$ cat config.mk
export PLATFORM = sky130hd
export DESIGN_NAME = execute_muldiv_sequencer_flat
export DESIGN_NICKNAME = d
export VERILOG_FILES = /design/src/rtl/execute_muldiv_sequencer_if.sv /design/src/rtl/execute_muldiv_sequencer.sv /design/src/flat_wrapper.sv
export SDC_FILE = /design/constraint.sdc
export NUM_CORES = 1
export LEC_CHECK = 0
export BUFFER_PORTS_ARGS = -buffer_cell sky130_fd_sc_hd__buf_2
export CORE_MARGIN = 4
export CORE_UTILIZATION = 32
export CTS_BUF_LIST = sky130_fd_sc_hd__clkbuf_8
export CTS_CLUSTER_SIZE = 14
export DETAILED_ROUTE_END_ITERATION = 16
export GPL_TIMING_DRIVEN = 0
export PLACE_DENSITY = 0.59
export SYNTH_ARGS = -nofsm -noshare
export SYNTH_HDL_FRONTEND = slang
export SYNTH_SLANG_ARGS = --single-unit
export TNS_END_PERCENT = 50
$ cat constraint.sdc
create_clock -name clk -period 6.95 [get_ports clk]
set_input_delay 1.0425 -clock clk [delete_from_list [all_inputs] [get_ports clk]]
set_output_delay 1.0425 -clock clk [all_outputs]
set_load 0.02 [all_outputs]
$ cat src/rtl/execute_muldiv_sequencer_if.sv
// Execute-stage bundle between the pipeline and the M-extension sequencer.
//
// Handshake: StartE is a level. It is accepted only while the sequencer
// is idle and FlushE is low. From the accept cycle until the result is
// ready the sequencer holds StallMD high, which freezes F/D/E. DoneE is a
// one-cycle pulse. MulDivResultE is valid in that cycle and holds its value
// until the next DoneE. FlushE kills the op in flight, and no DoneE follows.
interface execute_muldiv_sequencer_if #(
  parameter int XLEN = 32
);
  logic            StartE;
  logic [2:0]      MulDivOpE;
  logic [XLEN-1:0] SrcAE;
  logic [XLEN-1:0] SrcBE;
  logic            FlushE;
  logic            StallMD;
  logic            DoneE;
  logic [XLEN-1:0] MulDivResultE;

  modport master (
    output StartE, MulDivOpE, SrcAE, SrcBE, FlushE,
    input  StallMD, DoneE, MulDivResultE
  );

  modport slave (
    input  StartE, MulDivOpE, SrcAE, SrcBE, FlushE,
    output StallMD, DoneE, MulDivResultE
  );
endinterface

$ cat src/rtl/execute_muldiv_sequencer.sv
// Iterative RV32M sequencer. The multiplier is shift-add and the divider is
// restoring; each retires one bit per cycle. Both work on magnitudes, and the
// sign fix-up is applied on the edge that enters DONE.
module execute_muldiv_sequencer #(
  parameter int XLEN = 32
) (
  input  logic                          clk,
  input  logic                          reset,
  execute_muldiv_sequencer_if.slave     bus,
  output logic [1:0]                    o_state
);
  localparam int CW = $clog2(XLEN);

  typedef enum logic [1:0] {IDLE = 2'd0, BUSY = 2'd1, DONE = 2'd2} state_t;

  state_t            r_state;
  logic [CW-1:0]     r_cnt;
  logic [2*XLEN-1:0] r_acc;    // product (mul); upper half is remainder (div)
  logic [XLEN-1:0]   r_quot;
  logic [XLEN-1:0]   r_a;      // |A|: multiplicand, or dividend shifting left
  logic [XLEN-1:0]   r_b;      // |B|: multiplier shifting right, or divisor
  logic [2:0]        r_op;
  logic              r_sa;
  logic              r_sb;
  logic [XLEN-1:0]   r_result;
  logic              r_done;

  logic              w_sa, w_sb, w_accept, w_special;
  logic [XLEN-1:0]   w_abs_a, w_abs_b, w_special_res;
  logic [XLEN:0]     w_mul_sum, w_div_sh, w_div_diff;
  logic              w_div_borrow;
  logic [2*XLEN-1:0] w_mul_acc, w_prod;
  logic [XLEN-1:0]   w_div_rem, w_div_quot, w_quot_f, w_rem_f, w_final_res;

  // Operand decode, special-divide detection, and one iteration of each datapath
  always_comb begin
    w_sa          = 1'b0;
    w_sb          = 1'b0;
    w_special     = 1'b0;
    w_special_res = '0;
    case (bus.MulDivOpE)
      3'b000, 3'b001, 3'b100, 3'b110: begin
        w_sa = bus.SrcAE[XLEN-1];
        w_sb = bus.SrcBE[XLEN-1];
      end
      3'b010:  w_sa = bus.SrcAE[XLEN-1];
      default: ;
    endcase
    w_abs_a  = w_sa ? (~bus.SrcAE + 1'b1) : bus.SrcAE;
    w_abs_b  = w_sb ? (~bus.SrcBE + 1'b1) : bus.SrcBE;
    w_accept = bus.StartE && !bus.FlushE;
    if (bus.MulDivOpE[2] && (bus.SrcBE == '0)) begin
      w_special     = 1'b1;
      w_special_res = bus.MulDivOpE[1] ? bus.SrcAE : '1;
    end else if (bus.MulDivOpE[2] && !bus.MulDivOpE[0] &&
                 (bus.SrcAE == {1'b1, {(XLEN-1){1'b0}}}) && (bus.SrcBE == '1)) begin
      w_special     = 1'b1;
      w_special_res = bus.MulDivOpE[1] ? '0 : {1'b1, {(XLEN-1){1'b0}}};
    end

    w_mul_sum    = {1'b0, r_acc[2*XLEN-1:XLEN]} + (r_b[0] ? {1'b0, r_a} : '0);
    w_mul_acc    = {w_mul_sum, r_acc[XLEN-1:1]};
    w_div_sh     = {r_acc[2*XLEN-1:XLEN], r_a[XLEN-1]};
    w_div_borrow = w_div_sh < {1'b0, r_b};
    w_div_diff   = w_div_sh - {1'b0, r_b};
    w_div_rem    = w_div_borrow ? w_div_sh[XLEN-1:0] : w_div_diff[XLEN-1:0];
    w_div_quot   = {r_quot[XLEN-2:0], ~w_div_borrow};

    w_prod   = (r_sa ^ r_sb) ? (~w_mul_acc + 1'b1) : w_mul_acc;
    w_quot_f = (r_sa ^ r_sb) ? (~w_div_quot + 1'b1) : w_div_quot;
    w_rem_f  = r_sa ? (~w_div_rem + 1'b1) : w_div_rem;
    case (r_op)
      3'b000:                 w_final_res = w_prod[XLEN-1:0];
      3'b001, 3'b010, 3'b011: w_final_res = w_prod[2*XLEN-1:XLEN];
      3'b100, 3'b101:         w_final_res = w_quot_f;
      default:                w_final_res = w_rem_f;
    endcase
  end

  // Sequencer FSM with its datapath registers and registered result/done
  always_ff @(posedge clk) begin
    if (reset) begin
      r_state  <= IDLE;
      r_cnt    <= '0;
      r_acc    <= '0;
      r_quot   <= '0;
      r_a      <= '0;
      r_b      <= '0;
      r_op     <= '0;
      r_sa     <= 1'b0;
      r_sb     <= 1'b0;
      r_result <= '0;
      r_done   <= 1'b0;
    end else begin
      r_done <= 1'b0;
      case (r_state)
        IDLE: begin
          if (w_accept) begin
            r_op   <= bus.MulDivOpE;
            r_sa   <= w_sa;
            r_sb   <= w_sb;
            r_a    <= w_abs_a;
            r_b    <= w_abs_b;
            r_cnt  <= '0;
            r_acc  <= '0;
            r_quot <= '0;
            if (w_special) begin
              r_result <= w_special_res;
              r_done   <= 1'b1;
              r_state  <= DONE;
            end else begin
              r_state <= BUSY;
            end
          end
        end
        BUSY: begin
          if (bus.FlushE) begin
            r_state <= IDLE;
          end else begin
            r_cnt <= r_cnt + 1'b1;
            if (r_op[2]) begin
              r_acc[2*XLEN-1:XLEN] <= w_div_rem;
              r_a                  <= r_a << 1;
              r_quot               <= w_div_quot;
            end else begin
              r_acc <= w_mul_acc;
              r_b   <= r_b >> 1;
            end
            if (r_cnt == CW'(XLEN-1)) begin
              r_result <= w_final_res;
              r_done   <= 1'b1;
              r_state  <= DONE;
            end
          end
        end
        default: r_state <= IDLE;
      endcase
    end
  end

  assign bus.StallMD       = ((r_state == IDLE) && w_accept) || (r_state == BUSY);
  assign bus.DoneE         = r_done;
  assign bus.MulDivResultE = r_result;
  assign o_state           = r_state;
endmodule

$ cat src/flat_wrapper.sv
// flat-port wrapper written by rule: the top's interface ports become plain ports
module execute_muldiv_sequencer_flat 
#(
  parameter int XLEN = 32
)
  (clk, reset, o_state, bus_StartE, bus_MulDivOpE, bus_SrcAE, bus_SrcBE, bus_FlushE, bus_StallMD, bus_DoneE, bus_MulDivResultE);
  execute_muldiv_sequencer_if #(.XLEN(XLEN)) bus_i ();
  input  logic clk;
  input  logic reset;
  output logic [1:0] o_state;
  input wire logic [$bits(bus_i.StartE)-1:0] bus_StartE;
  input wire logic [$bits(bus_i.MulDivOpE)-1:0] bus_MulDivOpE;
  input wire logic [$bits(bus_i.SrcAE)-1:0] bus_SrcAE;
  input wire logic [$bits(bus_i.SrcBE)-1:0] bus_SrcBE;
  input wire logic [$bits(bus_i.FlushE)-1:0] bus_FlushE;
  output wire logic [$bits(bus_i.StallMD)-1:0] bus_StallMD;
  output wire logic [$bits(bus_i.DoneE)-1:0] bus_DoneE;
  output wire logic [$bits(bus_i.MulDivResultE)-1:0] bus_MulDivResultE;
  assign bus_i.StartE = bus_StartE;
  assign bus_i.MulDivOpE = bus_MulDivOpE;
  assign bus_i.SrcAE = bus_SrcAE;
  assign bus_i.SrcBE = bus_SrcBE;
  assign bus_i.FlushE = bus_FlushE;
  assign bus_StallMD = bus_i.StallMD;
  assign bus_DoneE = bus_i.DoneE;
  assign bus_MulDivResultE = bus_i.MulDivResultE;
  execute_muldiv_sequencer #(.XLEN(XLEN)) u_core (.clk(clk), .reset(reset), .bus(bus_i), .o_state(o_state));
endmodule
==> flow_summary.ini, run 1 <==
[logic_synthesis]
syn_nets = 2737
yosysUniqueCellTypes = 98
synth_edf_count = 0
synth_seq_cells = 203
ys_seq_area_share_pct = 21.9
yosys_warnings = 0
synth_area_um2 = 18600
ys.flop_type = dfxtp_1
async_flop_share_pct = 0
synth_cells = 2591
avgSynthCellArea_um2 = 7.18

[global_route]
antenna_found_initial = 2
grtUsageTotal_pct = 26.7
grt.overflow.total = 0
grt_start_max_net_pins = 11
grt_first_pass_wirelength_um = 128000
grt_pass1_vias = 19700

[cells_and_area]
multi_input_area_um2 = 13600
final_nets = 2887
drive_above_1_share_pct = 9.14
register_area_um2 = 4060
area_growth_pct = 13.0
nFillCells = 6341
fin_util_pct = 36.5

[cts]
clock_latency_ns = 0.63
ctsHoldBuffers = 0
cts.sinks = 203
cts_root_buf = clkbuf_8
cts_tree = yes
htree_num_levels = 2
numCtsBuffers = 39
cts_max_path_buffers = 3
clkTransAtPathRegs_ns = 0.07

[route]
vias = 21500
drt-total-wl_um = 87400
ant_nets = 0
viasPerCell = 6.08
route.detailed.drc = 0
drtPass1Iterations = 7
wl_per_cell_um = 24.7
drt-initial-drc-count = 2552

[critical_path]
slowest_stage = a2111oi_0
cp_num_buf_inv = 7
path_cells = ha_1 -> buf_6 -> a21o_1 -> a31oi_2 -> a2111oi_4 -> o311ai_4 -> nand2_1 -> inv_2 -> buf_2 -> buf_2 -> buf_2 -> buf_2 -> ha_1 -> nand3b_1 -> nor4_4 -> nor4bb_4 -> buf_4 -> a21oi_1 -> xor2_1 -> nor2_1 -> a2111oi_0 -> o221ai_1 -> o22ai_1
r2r_slack_ns = 0.30
start_kind = register
cp_data_required_time_ns = 7.51
path_delay_family = compound AO/OA/AOI/OAI gates
end_kind = register
crit_fanout = 10
cp_slowest_stage_delay_ns = 0.78
critical_path_arrival_ns = 7.21
critPathKind = reg -> reg
crit_top_cell = buf_2

[sta]
skew_ns = 0.0381
maxSlewHeadroom_pct = -5.37
final-setup-viol-count = 0
drv_slew = 7
clock.fmax_ghz = 0.150
grt_setup_unrepaired = no
hold_viol = 0
period_minus_slack_ns = 6.65
finalCritPeriodShare_pct = 95.7
worstMarginPinSlew_ns = 1.57

[status]
status = finished, violations left
violations = max-capacitance violations, max-slew violations

[job]
drv_cap = 1

[floorplanning]
dieHeight_um = 249
fp.dieW_um = 249
core_um2 = 57600
dieArea_um2 = 62000
io-pin-count = 107
rows = 88
initial_core_util_pct = 32.3

[hold_path]
holdCritPathClass = reg -> reg

[placed_design]
port_buffers = 104
gp_congestion = 1.05
hpwl_um = 70300

[power_and_ir_drop]
leakage_nw = 8.07
power_mw = 3.53
powerDensity_nw_per_um2 = 168
peakVddDrop_uv = 129
-- cells by family (layout without fill, tap and decap cells) --
group,Yosys count,after routing,synth area share (%)
DFF,203,203,21.9
adders and majority gates,75,75,5.13
and+or+nand+nor,911,911,23.6
AOI/OAI and AO/OA,914,914,32.9
muxes,31,31,1.74
xor gates and xnor gates,200,200,9.42
other,0,1,0
buffers and inverters,257,435,5.43
-- synthesized netlist by cell type, types with 23 or more instances --
library cell / instances / area share [%]
xnor2_1: 107 / 5.0
o21ai_0: 159 / 4.3
a211oi_1: 83 / 3.4
a21oi_1: 252 / 6.8
nor4_1: 28 / 0.94
nor2_1: 392 / 7.9
o31ai_1: 34 / 1.4
inv_1: 69 / 1.4
ha_1: 73 / 4.9
a31oi_1: 26 / 0.87
clkbuf_1: 153 / 3.1
dfxtp_1: 203 / 22
and3_1: 28 / 0.94
nand2_1: 155 / 3.1
and2_1: 47 / 1.6
xor2_1: 93 / 4.4
nor3_1: 67 / 1.8
o211ai_1: 28 / 1.1
a22oi_1: 98 / 4.0
or3_1: 23 / 0.77
a21o_1: 27 / 1.1
nand3_1: 27 / 0.73
nand4_1: 29 / 0.98
-- state kept, by name, indices dropped and copies added, names as in the netlist --
name / count
u_core.bus.DoneE: 1
u_core.bus.MulDivResultE: 32
u_core.o_state: 2
u_core.r_a: 32
u_core.r_acc: 63
u_core.r_b: 32
u_core.r_cnt: 5
u_core.r_op: 3
u_core.r_quot: 31
u_core.r_sa: 1
u_core.r_sb: 1
-- per-stage QoR --
| stage | setup WS (ns) | cells | TNS, ns | hold WS, ns | cell area [µm²] |
|---|---|---|---|---|---|
| 5_1_grt | 0.0298 | 3534 | 0 | 0.503 | 21000 |
| 2_1_floorplan | 1.59 | 2591 | 0 | 0.436 | 18600 |
| 3_5_place_dp | -0.789 | 3461 | -3.51 | 0.464 | 20100 |
| 4_1_cts | 0.000282 | 3530 | 0 | 0.473 | 20900 |
| 3_3_place_gp | -0.853 | 3460 | -3.78 | 0.451 | 20100 |
| 6_report | 0.297 | 3535 | 0 | 0.469 | 21000 |
-- per-layer routing --
metal  part of all wire, %  global-route usage (%)  routed length, µm  vias up
met5                 0.015                       0                 13        -
met4                   7.7                    16.7               6770        2
met3                   8.8                    4.67               7670      290
met2                    43                    40.7              37400     1090
met1                    41                    34.9              35600    10200
li1                      -                       -                  -     9922
-- worst reg2reg max path, delay by kind of cell (launching register included) --
family | cells | cell delay (ns)
simple gates | 5 | 1.16
fa+ha+maj | 2 | 0.60
flops | 1 | 0.57
xor+xnor | 1 | 0.20
compound gates | 8 | 2.37
buf+inv | 7 | 1.74
-- placed cells by master (no fill, tap or decap), types with 79 or more instances in the layout --
master,instances
o21ai_0,159
inv_1,79
dfxtp_1,203
xor2_1,93
a22oi_1,98
a21oi_1,251
buf_2,126
xnor2_1,107
nor2_1,392
nand2_1,155
clkbuf_1,153
a211oi_1,83
-- path summary, 6_finish.rpt --
check | from | to | cells past startpoint
hold reg to reg | u_core.r_cnt[4] | u_core.r_cnt[4] | 2
setup / recovery | u_core.r_acc[35] | u_core.bus.MulDivResultE[20] | 23
hold / removal | u_core.r_cnt[4] | u_core.r_cnt[4] | 2
setup reg to reg | u_core.r_acc[35] | u_core.bus.MulDivResultE[20] | 23
-- what timing repair did --
item / 4_1_cts / 5_1_grt
gates resized for setup: 5 / 5
buffers inserted: 0 / 4
endpoints found under the setup margin: 8 / 8
pin swaps: 0 / 2
-- area by class of cell --
cell class,instances,share of cell area [%]
sequential,203,19.3
buffer,186,3.54
antenna,1,0.0119
clock buffer,49,3.21
timing repair buffer,109,2.64
inverter,71,1.27
tap,765,4.55
clock inverter,20,0.786
multi-input combinational,2131,64.7
-- power by group --
part | switching [mW] | internal (mW) | total (mW)
combinational | 0.677 | 0.300 | 0.978
sequential | 0.0278 | 1.19 | 1.22
clock | 0.589 | 0.745 | 1.33
total | 1.29 | 2.24 | 3.53
(Power assumes the default switching activity.)
==> inputs of run 2 (changes only) <==
- CELL_PAD_IN_SITES_DETAIL_PLACEMENT: not set -> 0
- CELL_PAD_IN_SITES_GLOBAL_PLACEMENT: not set -> 2
- CORE_ASPECT_RATIO: not set -> 1.4
- PLACE_DENSITY: 0.59 -> 0.85
==> run 2 against run 1 <==
Worst hold slack lost 0.017 ns. Via count grew 1.1%. The run ends with max-capacitance violations left. Power is essentially flat. Final cell count shrank 0.85%. Critical path depth shrank 1. Highest routed layer is now met4. Critical endpoint is now u_core.bus.MulDivResultE[28]. Global-route usage grew 3.8 points.
==> flow_summary.ini, run 2 (synthesis results as in run 1) <==
[critical_path]
crit_fanout = 10
critPathKind = reg -> reg
start_kind = register
end_kind = register
cp_data_required_time_ns = 7.42
critical_path_arrival_ns = 7.26

[cts]
htree_num_levels = 2
clkTransAtPathRegs_ns = 0.06
clock_latency_ns = 0.61
ctsHoldBuffers = 0
cts_root_buf = clkbuf_8
cts_tree = yes
cts_max_path_buffers = 3
cts.sinks = 203
numCtsBuffers = 37

[sta]
drv_slew = 0
grt_setup_unrepaired = no
worstMarginPinSlew_ns = 1.47
period_minus_slack_ns = 6.80
totalNegativeSetupSlack_ns = 0
maxSlewHeadroom_pct = 1.17
skew_ns = 0.0364
hold_viol = 0
clock.fmax_ghz = 0.147
finalCritPeriodShare_pct = 97.8
final-setup-viol-count = 0

[power_and_ir_drop]
peakVddDrop_uv = 177
leakage_nw = 8.03
powerDensity_nw_per_um2 = 168

[floorplanning]
rows = 104
fp.dieW_um = 212
dieArea_um2 = 62100
dieHeight_um = 293
core_um2 = 57500
io-pin-count = 107
initial_core_util_pct = 32.3

[placed_design]
gp_congestion = 1.02
dpl.cell_count = 3438
port_buffers = 104
hpwl_um = 81500

[cells_and_area]
layout_commonest_cell = nor2_1
mostFrequentLayoutCells = nor2_1 (392), a21oi_1 (252), dfxtp_1 (202), o21ai_0 (159), nand2_1 (155)
multi_input_area_um2 = 13600
register_area_um2 = 4070
nFillCells = 6255
regMostFlops = u_core.r_acc
final_nets = 2884
drive_above_1_share_pct = 9.02
largest_register_ff_count = 63
fin_util_pct = 36.4
final_cells = 3505
area_growth_pct = 12.7

[route]
wl_per_cell_um = 28.2
route.detailed.drc = 0
drtPass1Iterations = 6
viasPerCell = 6.21
drt-initial-drc-count = 2034
drt-total-wl_um = 98700
vias = 21800
ant_nets = 0

[hold_path]
holdCritPathClass = reg -> reg

[global_route]
grt_pass1_vias = 20600
antenna_found_initial = 3
grtUsageTotal_pct = 30.4
grt.overflow.total = 0
grt_first_pass_wirelength_um = 141000
grt_start_max_net_pins = 11

[job]
drv_cap = 1

[status]
status = finished, violations left
violations = max-capacitance violations
-- run 2: cell types whose count changed in the layout (fill, tap and decap cells not counted), moves of 2 or more --
cell	previous run	this run
inv_1	79	76
bufinv_16	3	5
nor3_1	67	65
inv_6	0	3
clkinv_2	6	4
a2111oi_0	9	7
a2111oi_1	2	5
nor3_2	0	2
clkbuf_8	49	41
-- run 2: path summary, 6_finish.rpt --
check	startpoint	end	slack [ns]	depth (start not counted)
max	u_core.r_acc[57]	u_core.bus.MulDivResultE[28]	0.15	22
min	u_core.bus.MulDivResultE[2]	u_core.bus.MulDivResultE[2]	0.45	2
max reg2reg	u_core.r_acc[57]	u_core.bus.MulDivResultE[28]	0.15	22
min reg2reg	u_core.bus.MulDivResultE[2]	u_core.bus.MulDivResultE[2]	0.45	2
-- run 2: metrics by stage --
step | cell area, µm² | hold slack, ns | power [mW] | setup WS [ns]
floorplan | 18600 | 0.436 | 1.85 | 1.59
global placement | 20000 | 0.444 | 2.21 | -1.05
detailed placement | 20100 | 0.448 | 2.22 | -1.03
CTS | 20900 | 0.457 | 3.53 | 0.0664
global route | 21000 | 0.484 | 3.67 | 0.0400
finish | 21000 | 0.452 | 3.53 | 0.152
-- run 2: layer usage --
layer	vias up	part of all wire [%]	global-route usage, %
met5	-	0	0
met4	0	10	24.3
met3	314	5.9	3.74
met2	1055	46	49.9
met1	10500	38	35.5
li1	9918	-	-
-- run 2: layout make-up --
cell class	count	area share, %
clock inverter	22	1.18
inverter	71	1.27
timing repair buffer	109	2.65
tap	742	4.43
antenna	1	0.0119
sequential	203	19.4
multi-input combinational	2131	64.8
buffer	185	3.54
clock buffer	41	2.69
-- run 2: where the power goes --
part | internal [mW] | switching [mW] | leakage, nW
sequential | 1.19 | 0.0266 | 1.64
clock | 0.735 | 0.568 | 0.436
combinational | 0.300 | 0.708 | 5.95
-- run 2: critical path: stages, from the launching register on --
cell       delay (ns)
dfxtp_1          0.59
ha_1             0.39
a21oi_1          0.33
o21ai_1          0.17
a2111oi_1        0.58
o31a_2           0.28
nand2_1          0.11
inv_2            0.15
buf_2            0.30
buf_2            0.33
buf_2            0.35
buf_4            0.30
ha_1             0.26
nand3b_1         0.23
nor4_4           0.30
nor4bb_4         0.38
nand2_1          0.17
o41ai_1          0.39
xnor2_1          0.13
a221oi_1         0.37
o21ai_0          0.18
a21oi_1          0.25
a311oi_2         0.12
-- run 2: repair_timing --
item / 4_1_cts / 5_1_grt
pin swaps: 1 / 1
hold endpoints to repair: 0 / 0
resized for setup: 8 / 2
endpoints found under the setup margin: 7 / 6
setup buffers: 1 / 3
